[src/rtl/cmd_scheduler.sv]
// Round-robin command scheduler: NREQ requesters share one hash engine.
// Optional watchdog abort is compiled in with `define CMD_SCHEDULER_TIMEOUT_EN.
module cmd_scheduler #(
    parameter int NREQ    = 4,
    parameter int TIMEOUT = 1024
) (
    input  logic                    Clk,
    input  logic                    Rst_n,
    input  logic [NREQ-1:0]         Req_i,
    input  logic                    Enable_i,
    output logic                    Eng_Start_o,
    output logic [$clog2(NREQ)-1:0] Eng_Sel_o,
    input  logic                    Eng_Done_i,
    output logic [NREQ-1:0]         Pending_o,
    output logic                    Busy_o,
    output logic [NREQ-1:0]         Done_o,
    output logic [NREQ-1:0]         Timeout_o
);
    localparam int SEL_W = $clog2(NREQ);
    localparam int SUM_W = SEL_W + 1;
    localparam logic [SUM_W-1:0] NREQ_S   = SUM_W'(NREQ);
    localparam logic [SEL_W-1:0] LAST_RST = SEL_W'(NREQ - 1);

    generate
        if (NREQ < 2 || NREQ > 16) begin : g_bad_nreq
            $error("cmd_scheduler: NREQ must be in 2..16");
        end
        if (TIMEOUT < 2 || TIMEOUT > 65535) begin : g_bad_timeout
            $error("cmd_scheduler: TIMEOUT must be in 2..65535");
        end
    endgenerate

    typedef enum logic [1:0] {
        ST_IDLE  = 2'd0,
        ST_START = 2'd1,
        ST_WAIT  = 2'd2
    } state_t;

    state_t            state_reg, state_next;
    logic [NREQ-1:0]   pending_reg, pending_next;
    logic [SEL_W-1:0]  sel_reg, last_grant_reg;
    logic [NREQ-1:0]   done_reg, done_next;
    logic              grant_now, job_ending, fire_done, fire_tmo;
    logic [SUM_W-1:0]  rot_off, rot_sum;
    logic [NREQ-1:0]   rot_pend, first_hot, grant_hot;
    logic [SEL_W-1:0]  idx_chain [NREQ+1];
    logic [SEL_W-1:0]  grant_idx;

    genvar gi;

    // Rotate pending so the requester after last_grant sits at bit 0,
    // isolate the lowest set bit, then rotate the index back.
    assign rot_off   = {1'b0, last_grant_reg} + SUM_W'(1);
    assign rot_pend  = NREQ'({pending_reg, pending_reg} >> rot_off);
    assign first_hot = rot_pend & (~rot_pend + NREQ'(1));

    assign idx_chain[0] = '0;
    generate
        for (gi = 0; gi < NREQ; gi++) begin : g_idx
            assign idx_chain[gi+1] = idx_chain[gi] | (first_hot[gi] ? SEL_W'(gi) : '0);
        end
    endgenerate

    assign rot_sum   = rot_off + {1'b0, idx_chain[NREQ]};
    assign grant_idx = SEL_W'((rot_sum >= NREQ_S) ? (rot_sum - NREQ_S) : rot_sum);

    assign grant_now = (state_reg == ST_IDLE) && Enable_i && (|pending_reg);
    assign grant_hot = grant_now ? (NREQ'(1) << grant_idx) : '0;

    // A new pulse on the granted requester's line wins over the grant clear.
    generate
        for (gi = 0; gi < NREQ; gi++) begin : g_pend
            assign pending_next[gi] = Req_i[gi] | (pending_reg[gi] & ~grant_hot[gi]);
        end
    endgenerate

    // The job stays in WAIT through the cycle its Done/Timeout pulse is visible.
    assign job_ending = (|done_reg) | (|Timeout_o);
    assign fire_done  = (state_reg == ST_WAIT) && !job_ending && Eng_Done_i;
    assign done_next  = fire_done ? (NREQ'(1) << sel_reg) : '0;

    always_ff @(posedge Clk or negedge Rst_n) begin
        if (!Rst_n) begin
            state_reg <= ST_IDLE;
        end else begin
            state_reg <= state_next;
        end
    end

    always_comb begin
        state_next = state_reg;
        case (state_reg)
            ST_IDLE:  if (grant_now)  state_next = ST_START;
            ST_START: state_next = ST_WAIT;
            ST_WAIT:  if (job_ending) state_next = ST_IDLE;
            default:  state_next = ST_IDLE;
        endcase
    end

    always_comb begin
        Eng_Start_o = (state_reg == ST_START);
        Busy_o      = (state_reg != ST_IDLE);
    end

    always_ff @(posedge Clk or negedge Rst_n) begin
        if (!Rst_n) begin
            pending_reg    <= '0;
            sel_reg        <= '0;
            last_grant_reg <= LAST_RST;
            done_reg       <= '0;
        end else begin
            pending_reg <= pending_next;
            done_reg    <= done_next;
            if (grant_now) begin
                sel_reg <= grant_idx;
            end
            if (fire_done || fire_tmo) begin
                last_grant_reg <= sel_reg;
            end
        end
    end

`ifdef CMD_SCHEDULER_TIMEOUT_EN
    localparam logic [15:0] WD_LAST = 16'(TIMEOUT - 1);

    logic [15:0]     wd_cnt_reg, wd_cnt_next;
    logic [NREQ-1:0] timeout_reg, timeout_next;
    logic            wd_hit;

    // Counter holds the number of completed WAIT cycles; hit on the TIMEOUT-th one.
    assign wd_hit       = (state_reg == ST_WAIT) && (wd_cnt_reg == WD_LAST);
    assign wd_cnt_next  = (state_reg == ST_WAIT) ? (wd_cnt_reg + 16'd1) : '0;
    assign fire_tmo     = wd_hit && !job_ending && !Eng_Done_i;
    assign timeout_next = fire_tmo ? (NREQ'(1) << sel_reg) : '0;

    always_ff @(posedge Clk or negedge Rst_n) begin
        if (!Rst_n) begin
            wd_cnt_reg  <= '0;
            timeout_reg <= '0;
        end else begin
            wd_cnt_reg  <= wd_cnt_next;
            timeout_reg <= timeout_next;
        end
    end

    assign Timeout_o = timeout_reg;
`else
    assign fire_tmo  = 1'b0;
    assign Timeout_o = '0;
`endif

    assign Eng_Sel_o = sel_reg;
    assign Pending_o = pending_reg;
    assign Done_o    = done_reg;

endmodule

[config.mk]
export PLATFORM = sky130hd
export DESIGN_NAME = cmd_scheduler
export DESIGN_NICKNAME = d
export VERILOG_FILES = /design/src/rtl/cmd_scheduler.sv
export SDC_FILE = /design/constraint.sdc
export NUM_CORES = 1
export LEC_CHECK = 0
export CAP_MARGIN = 20
export CORE_MARGIN = 2
export CORE_UTILIZATION = 45
export CTS_BUF_LIST = sky130_fd_sc_hd__clkbuf_2
export CTS_CLUSTER_DIAMETER = 40
export DETAILED_ROUTE_END_ITERATION = 16
export GPL_TIMING_DRIVEN = 0
export PLACE_DENSITY = 0.78
export SYNTH_ARGS = -nofsm -noshare
export SYNTH_HDL_FRONTEND = slang
export SYNTH_SLANG_ARGS = --single-unit
[constraint.sdc]
create_clock -name Clk -period 5 [get_ports Clk]
set_clock_uncertainty 0.2 [all_clocks]
set_input_delay 0.75 -clock Clk [delete_from_list [all_inputs] [get_ports Clk]]
set_output_delay 0.75 -clock Clk [all_outputs]
set_load 0.05 [all_outputs]
* After elaboration in Yosys (flattened, before gate mapping) *
Cells that the tools add are included.

cells by class
  add/subtract/negate cells = 4
  order comparisons = 1
  equality and inequality tests = 4
  shifts and indexed selects = 3
  multiplexer cells = 9
  bitwise operators = 16
  reductions and logical operators = 10

operators with widths
  cell                 number
  $mux 2               5
  $mux 4               2
  $reduce_or 4->1      2
  $shl 1x2->4 const A  2
  $shr 8x3->4          1
  $pmux 2 s3           1
  $add 4x1->4 const B  1
  $and 1x1->1          4
  $and 4x4->4          1
  $logic_and 1x1->1    4
  $ne 2x2->1 const B   2
  $not 1->1            4
  $not 4->4            1
  $or 1x1->1           4
  $add 2x1->3 const B  1
  $add 3x2->3          1
  $ge 3x3->1 const B   1
  $eq 2x1->1 const B   1
  $eq 2x2->1 const B   1
  $logic_not 2->1      1
  $or 1x2->2           1
  $or 2x2->2           1
  $reduce_and 2->1     1
  $reduce_bool 2->1    1
  other kinds (3)      3

word-level totals
  register bits after elaboration = 14
  output and inout port bits = 16
  logic and storage cells = 52

* Depth between registers and ports, before layout *
Gate-level depths: netlist (run 1).

  depth after elaboration = 16
  mapped depth = 9
  mapped depth without buffers = 8

* Worst setup path before layout (run 1) *
No wires, ideal clock.

  path type = flip-flop to flip-flop
  from = register pending_reg[1], in the netlist Pending_o[1]
  to = register pending_reg[0], in the netlist Pending_o[0]
  setup time = 126 ps
  arrival = 2126 ps
  slack = 2548 ps
  cell stages (with the launch flop) = 9
  path buffers = 0
  clock period less this slack = 2452 ps
  cell sequence = dfrtp_1 -> inv_1 -> o21ai_0 -> a21oi_1 -> o31ai_1 -> ha_1 -> xor2_1 -> xnor2_1 -> o32a_1

between the ends
  word-level cells in the longest chain between the ends = 15
  elaborated cells between the ends (all ways) = 20
  those cells by class = add/sub (3); order compare (1); shift (2); mux (5); bitwise (7); reduce/logical (2)

RTL lines
  item                                              line  RTL
  from (decl)                                       40    logic [NREQ-1:0] pending_reg, pending_next;
  from (signal assigned)                            112   pending_reg <= pending_next;
  $shr 8x3->4                                       54    assign rot_pend = NREQ'({pending_reg, pending_reg} >> rot_off);
  $not 4->4                                         55    assign first_hot = rot_pend & (~rot_pend + NREQ'(1));
  $add 4x1->4                                       55
  $and 4x4->4                                       55
  $mux 1 / $mux 2 (equally long branches)           60    assign idx_chain[gi+1] = idx_chain[gi] | (first_hot[gi] ? SEL_W'(gi) : '0);
  $or 1x2->2                                        60
  $or 2x2->2                                        60
  $add 3x2->3                                       64    assign rot_sum = rot_off + {1'b0, idx_chain[NREQ]};
  $ge 3x3->1 / $sub 2x1->2 (equally long branches)  65    assign grant_idx = SEL_W'((rot_sum >= NREQ_S) ? (rot_sum - NREQ_S) : rot_sum);
  $mux 2                                            65
  $shl 1x2->4                                       68    assign grant_hot = grant_now ? (NREQ'(1) << grant_idx) : '0;
  $mux 4 *                                          68
  $not 1->1 *                                       73    assign pending_next[gi] = Req_i[gi] | (pending_reg[gi] & ~grant_hot[gi]);
  $and 1x1->1 *                                     73
  $or 1x1->1 *                                      73
  net pending_next[0]                               40

Mark *: on every way through the listed nets, which the timed path passes. The rest lies on a longest branch.
A chain may end at the register's enable or synchronous reset.

* Worst setup path in the final report (run 1) *
  from = register state_reg[1]
  to = output Eng_Start_o

between the ends
  word-level cells in the longest chain between the ends = 1

RTL lines
  item                    line  RTL
  from (decl)             39    state_t state_reg, state_next;
  from (signal assigned)  86    state_reg <= state_next;
  $eq 2x1->1              101   Eng_Start_o = (state_reg == ST_START);
  to (decl)               11    output logic Eng_Start_o,

No other way between the ends.

==> results of run 1 <==
## synthesized netlist by cell type (all sizes together)
cell     instances  area [um2]
dfrtp           12         300
and3             1        6.26
nor2             6        22.5
dfstp            2        52.6
nor3b            4        30.0
a21oi            3        15.0
nand2b           1        6.26
o31ai            2        20.0
or4b             1        10.0
o311a            1        10.0
conb             1        3.75
o211ai           1        7.51
nand2            4        15.0
o21ai            4        20.0
nor2b            2        12.5
and3b            1        8.76
a2bb2oi          1        8.76
buf              6        45.0
or4              1        7.51
o32a             1        10.0
xor2             1        8.76
or2              1        6.26
inv              5        18.8
or3              1        6.26
mux2             2        22.5
xnor2            1        8.76
nand3            2        10.0
o22a             1        10.0
nor3             3        15.0
ha               1        12.5
nand3b           2        15.0
a211oi           1        7.51
## power breakdown
part / internal, W / leakage, nW / total (W) / switching (W)
logic: 0.000157 / 0.265 / 0.000404 / 0.000248
registers: 0.000158 / 0.162 / 0.000213 / 0.0000549
clock network: 0.0000212 / 0.0166 / 0.0000569 / 0.0000357
## path summary, 6_finish.rpt
kind                                    from           end  slack, ns
max                             state_reg[1]   Eng_Start_o       2.37
max in group asynchronous              Rst_n  Pending_o[0]       3.59
min in group asynchronous              Rst_n     Done_o[2]       0.62
min                             Eng_Sel_o[0]     Done_o[2]       0.36
min reg2reg                     Eng_Sel_o[0]     Done_o[2]       0.36
max reg2reg                last_grant_reg[1]  Pending_o[0]       2.62
## kinds of logic after synthesis
family	after synthesis	share of synthesized area
flip-flops	14	0.468
adder cells (fa/ha/maj)	1	0.0166
AND/OR/NAND/NOR	30	0.228
AO/OA/AOI/OAI	15	0.145
buffers and inverters	11	0.0847
other	1	0.00498
XOR/XNOR	2	0.0233
multiplexers	2	0.0299
## metal layers
layer  vias up  wire, um  GRT usage  share of wire
met3         4        46     0.0360          0.028
li1        312         -          -              -
met5         -         0          0              0
met4         0        32      0.106          0.019
met1       311       743      0.274           0.44
met2        14       848      0.313           0.51
## metrics by stage
step	power (W)	hold WS, ns
floorplan	0.000493	0.254
global placement	0.000604	0.336
detailed placement	0.000620	0.339
CTS	0.000676	0.374
global route	0.000721	0.411
finish	0.000674	0.358
## final cells by class
cell class              instances  area [um2]
multi-input cells              54         348
clock buffers                   4        20.0
well taps                      16        20.0
plain buffers                   6        45.0
fillers                       140         547
repair buffers                 19         190
flip-flops and latches         14         353
inverters                       5        18.8
==> results.toml, run 1 <==
[run_status]
status = "completed"

[timing]
max_freq_ghz = 0.381
tightestPinTransition_ns = 0.591
report.final.slew_viol_count = 0
relSlewSlack = 0.605
period_needed_ns = 2.63
rsz0062_at_grt = "false"
setup_tns_ns = 0
setup_violations = 0
finalCritPeriodShare = 0.525
finalWorstSetupSlack_ns = 2.37
hold_viol = 0

[final_layout]
final_common_cell = "clkdlybuf4s50_1"
diodes = 0
fin_nets = 112
final_cell_mix = "clkdlybuf4s50_1 (19), dfrtp_1 (12), buf_4 (6), nor2_1 (6), inv_1 (5)"
layout-drive-gt1-share = 0.167
stdcell_area_um2 = 995
areaGrowthSynthToFinish_pct = 32.1
post-route-util = 0.645
layoutNonFillerInstCount = 118

[global_route]
grt_pass1_vias = 637
grt_pass1_wl_mm = 2.92
grt_overflow = 0
grt_max_degree = 15
antenna_found_initial = 0
gr-usage-all-layers = 0.203

[critical_path]
cp-end-kind = "output port"
critPathBufInv = 1
crit_path_top_delay_cell = "clkdlybuf4s50_1"
path_depth = 2
cp-start-kind = "flop"
crit_required_ns = 4.05
cp.arrival_ns = 1.68
path_cells = "nor2b_1, clkdlybuf4s50_1"
r2r_cells = 9
critPathKind = "flop to output port"
max_stage_delay_ns = 0.82
path_delay_family = "buffers and inverters"
cp_max_fo = 3

[die]
core_um2 = 1540
die_w_um = 44.9
dieArea_um2 = 2020
rows = 14
die_h_um = 44.9
ios = 24
initial_core_util = 0.489

[worst_hold_path]
hold_class = "flop to flop"
hold_depth = 1

[clock_network]
cts_num_sinks = 14
cts_made_buffers = 3
post_cts_buffers = 0
root_buffer = "clkbuf_2"
hold_buffers = 0
cts-htree-levels = 1
cts_tree = "done"
clock_path_buffers = 2
clk_latency_ns = 0.28
path_clk_slew_ns = 0.13
cts-resized-gates = 0

[place]
place_ws_ns = 2.64
port_buffers = 19
dp_cells = 114
dpl.hpwl_mm = 1.28
routabilityCongestion = 0.808
placed_cell_area_um2 = 975

[synthesis]
yosysWarnings = 0
yosysSeqAreaShare = 0.468
synthDistinctLibCells = 33
syn_inst = 76
synth-seq-cells = 14
synth_area_um2 = 753
avgSynthCellArea_um2 = 9.91

[drt]
viasPerCell = 5.43
drc = 0
vias = 641
dr.pass1.iters = 4
drtIter0Drc = 8
drt_wl_total_mm = 1.67
ant_nets = 0
avgRoutedWirePerCell_um = 14.2

[power]
p_leak_nw = 0.443
ir_drop_v = 0.000377
powerDensity_nw_per_um2 = 678

[job]
maxCapViolations = 0
Note: power is estimated with default switching activity, not from simulation.
==> inputs of run 2 (changes only) <==
==> constraint.sdc (replaced) <==
create_clock -name Clk -period 2.55 [get_ports Clk]
set_clock_uncertainty 0.2 [all_clocks]
set_input_delay 0.3825 -clock Clk [delete_from_list [all_inputs] [get_ports Clk]]
set_output_delay 0.3825 -clock Clk [all_outputs]
set_load 0.05 [all_outputs]
==> results.toml, run 2 (synthesis results as in run 1) <==
[clock_network]
cts-htree-levels = 1
cts_made_buffers = 3
clk_latency_ns = 0.28
post_cts_buffers = 0
clock_path_buffers = 2
path_clk_slew_ns = 0.13
cts_num_sinks = 14
cts_tree = "done"
root_buffer = "clkbuf_2"

[timing]
tightestPinTransition_ns = 0.588
max_freq_ghz = 0.422
finalCritPeriodShare = 0.930
holdWs_ns = 0.257
report.final.slew_viol_count = 0
period_needed_ns = 2.37
setup_tns_ns = 0
hold_viol = 0
rsz0062_at_grt = "false"
setup_violations = 0
relSlewSlack = 0.607

[place]
routabilityCongestion = 0.808
dp_cells = 114
dpl.hpwl_mm = 1.28
port_buffers = 19

[drt]
ant_nets = 0
dr.pass1.iters = 4
drc = 0
vias = 656
viasPerCell = 5.56
avgRoutedWirePerCell_um = 14.4
drtIter0Drc = 8
drt_wl_total_mm = 1.71

[power]
p_seq_frac = 0.308
powerDensity_nw_per_um2 = 1350
netSwitchingPower_w = 0.000680
p_sw_frac = 0.499
pwr-share-comb = 0.610
internal_power_w = 0.000682
ir_drop_v = 0.000753
clockPowerShare = 0.082
p_leak_nw = 0.449

[final_layout]
multi_input_area_um2 = 363
diodes = 0
layout-drive-gt1-share = 0.196
seqCellArea_um2 = 354
final_common_cell = "clkdlybuf4s50_1"
layoutNonFillerInstCount = 118
final_cell_mix = "clkdlybuf4s50_1 (19), dfrtp_1 (11), buf_4 (6), nor2_1 (6), inv_1 (5)"
fin_nets = 112
n_fill_cell = 136
areaGrowthSynthToFinish_pct = 34.2

[critical_path]
cp_max_fo = 10
cp-end-kind = "flop"
timing.rr.end = "Pending_o[0]"
r2r_slack_ns = 0.18
critPathKind = "flop to flop"
crit_path_top_delay_cell = "dfstp_2"
path_delay_family = "compound AO/OA/AOI/OAI gates"
max_stage_delay_ns = 0.56
cp.arrival_ns = 2.35
cp-start-kind = "flop"
r2r_start = "last_grant_reg[1]"
critPathBufInv = 1
r2r_cells = 9
path_cells = "buf_4, nand2_1, a2bb2oi_1, o211ai_1, o31ai_1, ha_1, xor2_2, xnor2_2, o32a_1"
crit_required_ns = 2.53

[die]
dieArea_um2 = 2020
rows = 14
ios = 24
initial_core_util = 0.489
die_w_um = 44.9
core_um2 = 1540
die_h_um = 44.9

[worst_hold_path]
hold_class = "input pin to async pin"

[global_route]
gr-usage-all-layers = 0.203
grt_pass1_wl_mm = 2.92
grt_max_degree = 15
antenna_found_initial = 0
grt_overflow = 0
grt_pass1_vias = 637

[job]
maxCapViolations = 0

[run_status]
status = "completed"
-- run 2: layer usage --
layer  GRT usage  wire (um)  up-vias
li1            -          -      312
met1       0.274        743      325
met2       0.313        882       15
met3      0.0360         47        4
met4       0.106         32        0
met5           0          0        -
-- run 2: area by class of cell --
type / count / share of cell area
inverters: 5 / 0.0186
multi-input cells: 54 / 0.359
plain buffers: 6 / 0.0446
well taps: 16 / 0.0198
clock buffers: 4 / 0.0198
repair buffers: 19 / 0.188
flip-flops and latches: 14 / 0.350
-- run 2: how the worst max path moves through the flow --
| stage | to | slack, ns | from | cells after the start |
|---|---|---|---|---|
| 2_1_floorplan | Pending_o[0] | 0.1 | Pending_o[1] | 8 |
| 3_3_place_gp | Pending_o[0] | 0.24 | last_grant_reg[1] | 9 |
| 3_5_place_dp | Pending_o[0] | 0.19 | Pending_o[1] | 8 |
| 4_1_cts | Pending_o[0] | 0.18 | Pending_o[1] | 8 |
| 5_1_grt | Pending_o[0] | 0.02 | last_grant_reg[1] | 9 |
| 6_report | Pending_o[0] | 0.18 | last_grant_reg[1] | 9 |
-- run 2: metrics by stage --
step | total power [W] | setup WS [ns] | util | instance area [um2]
floorplan | 0.000967 | 0.0979 | - | 764
global placement | 0.00118 | 0.241 | 0.632 | 975
detailed placement | 0.00122 | 0.187 | 0.632 | 975
CTS | 0.00132 | 0.177 | 0.645 | 995
global route | 0.00145 | 0.0225 | 0.656 | 1010
finish | 0.00136 | 0.179 | 0.656 | 1010
-- run 2: timing repair --
action	4_1_cts	5_1_grt
gates resized for setup	0	3
hold buffers	0	0
setup endpoints to repair	0	2
-- run 2: power by group through the flow --
stage | Clock [W] | Combinational [W] | Sequential [W]
2_1_floorplan | 0 | 0.000409 | 0.000558
3_3_place_gp | 0 | 0.000773 | 0.000412
3_5_place_dp | 0 | 0.000797 | 0.000419
4_1_cts | 0.000115 | 0.000796 | 0.000415
5_1_grt | 0.000122 | 0.000894 | 0.000436
6_report | 0.000112 | 0.000830 | 0.000419
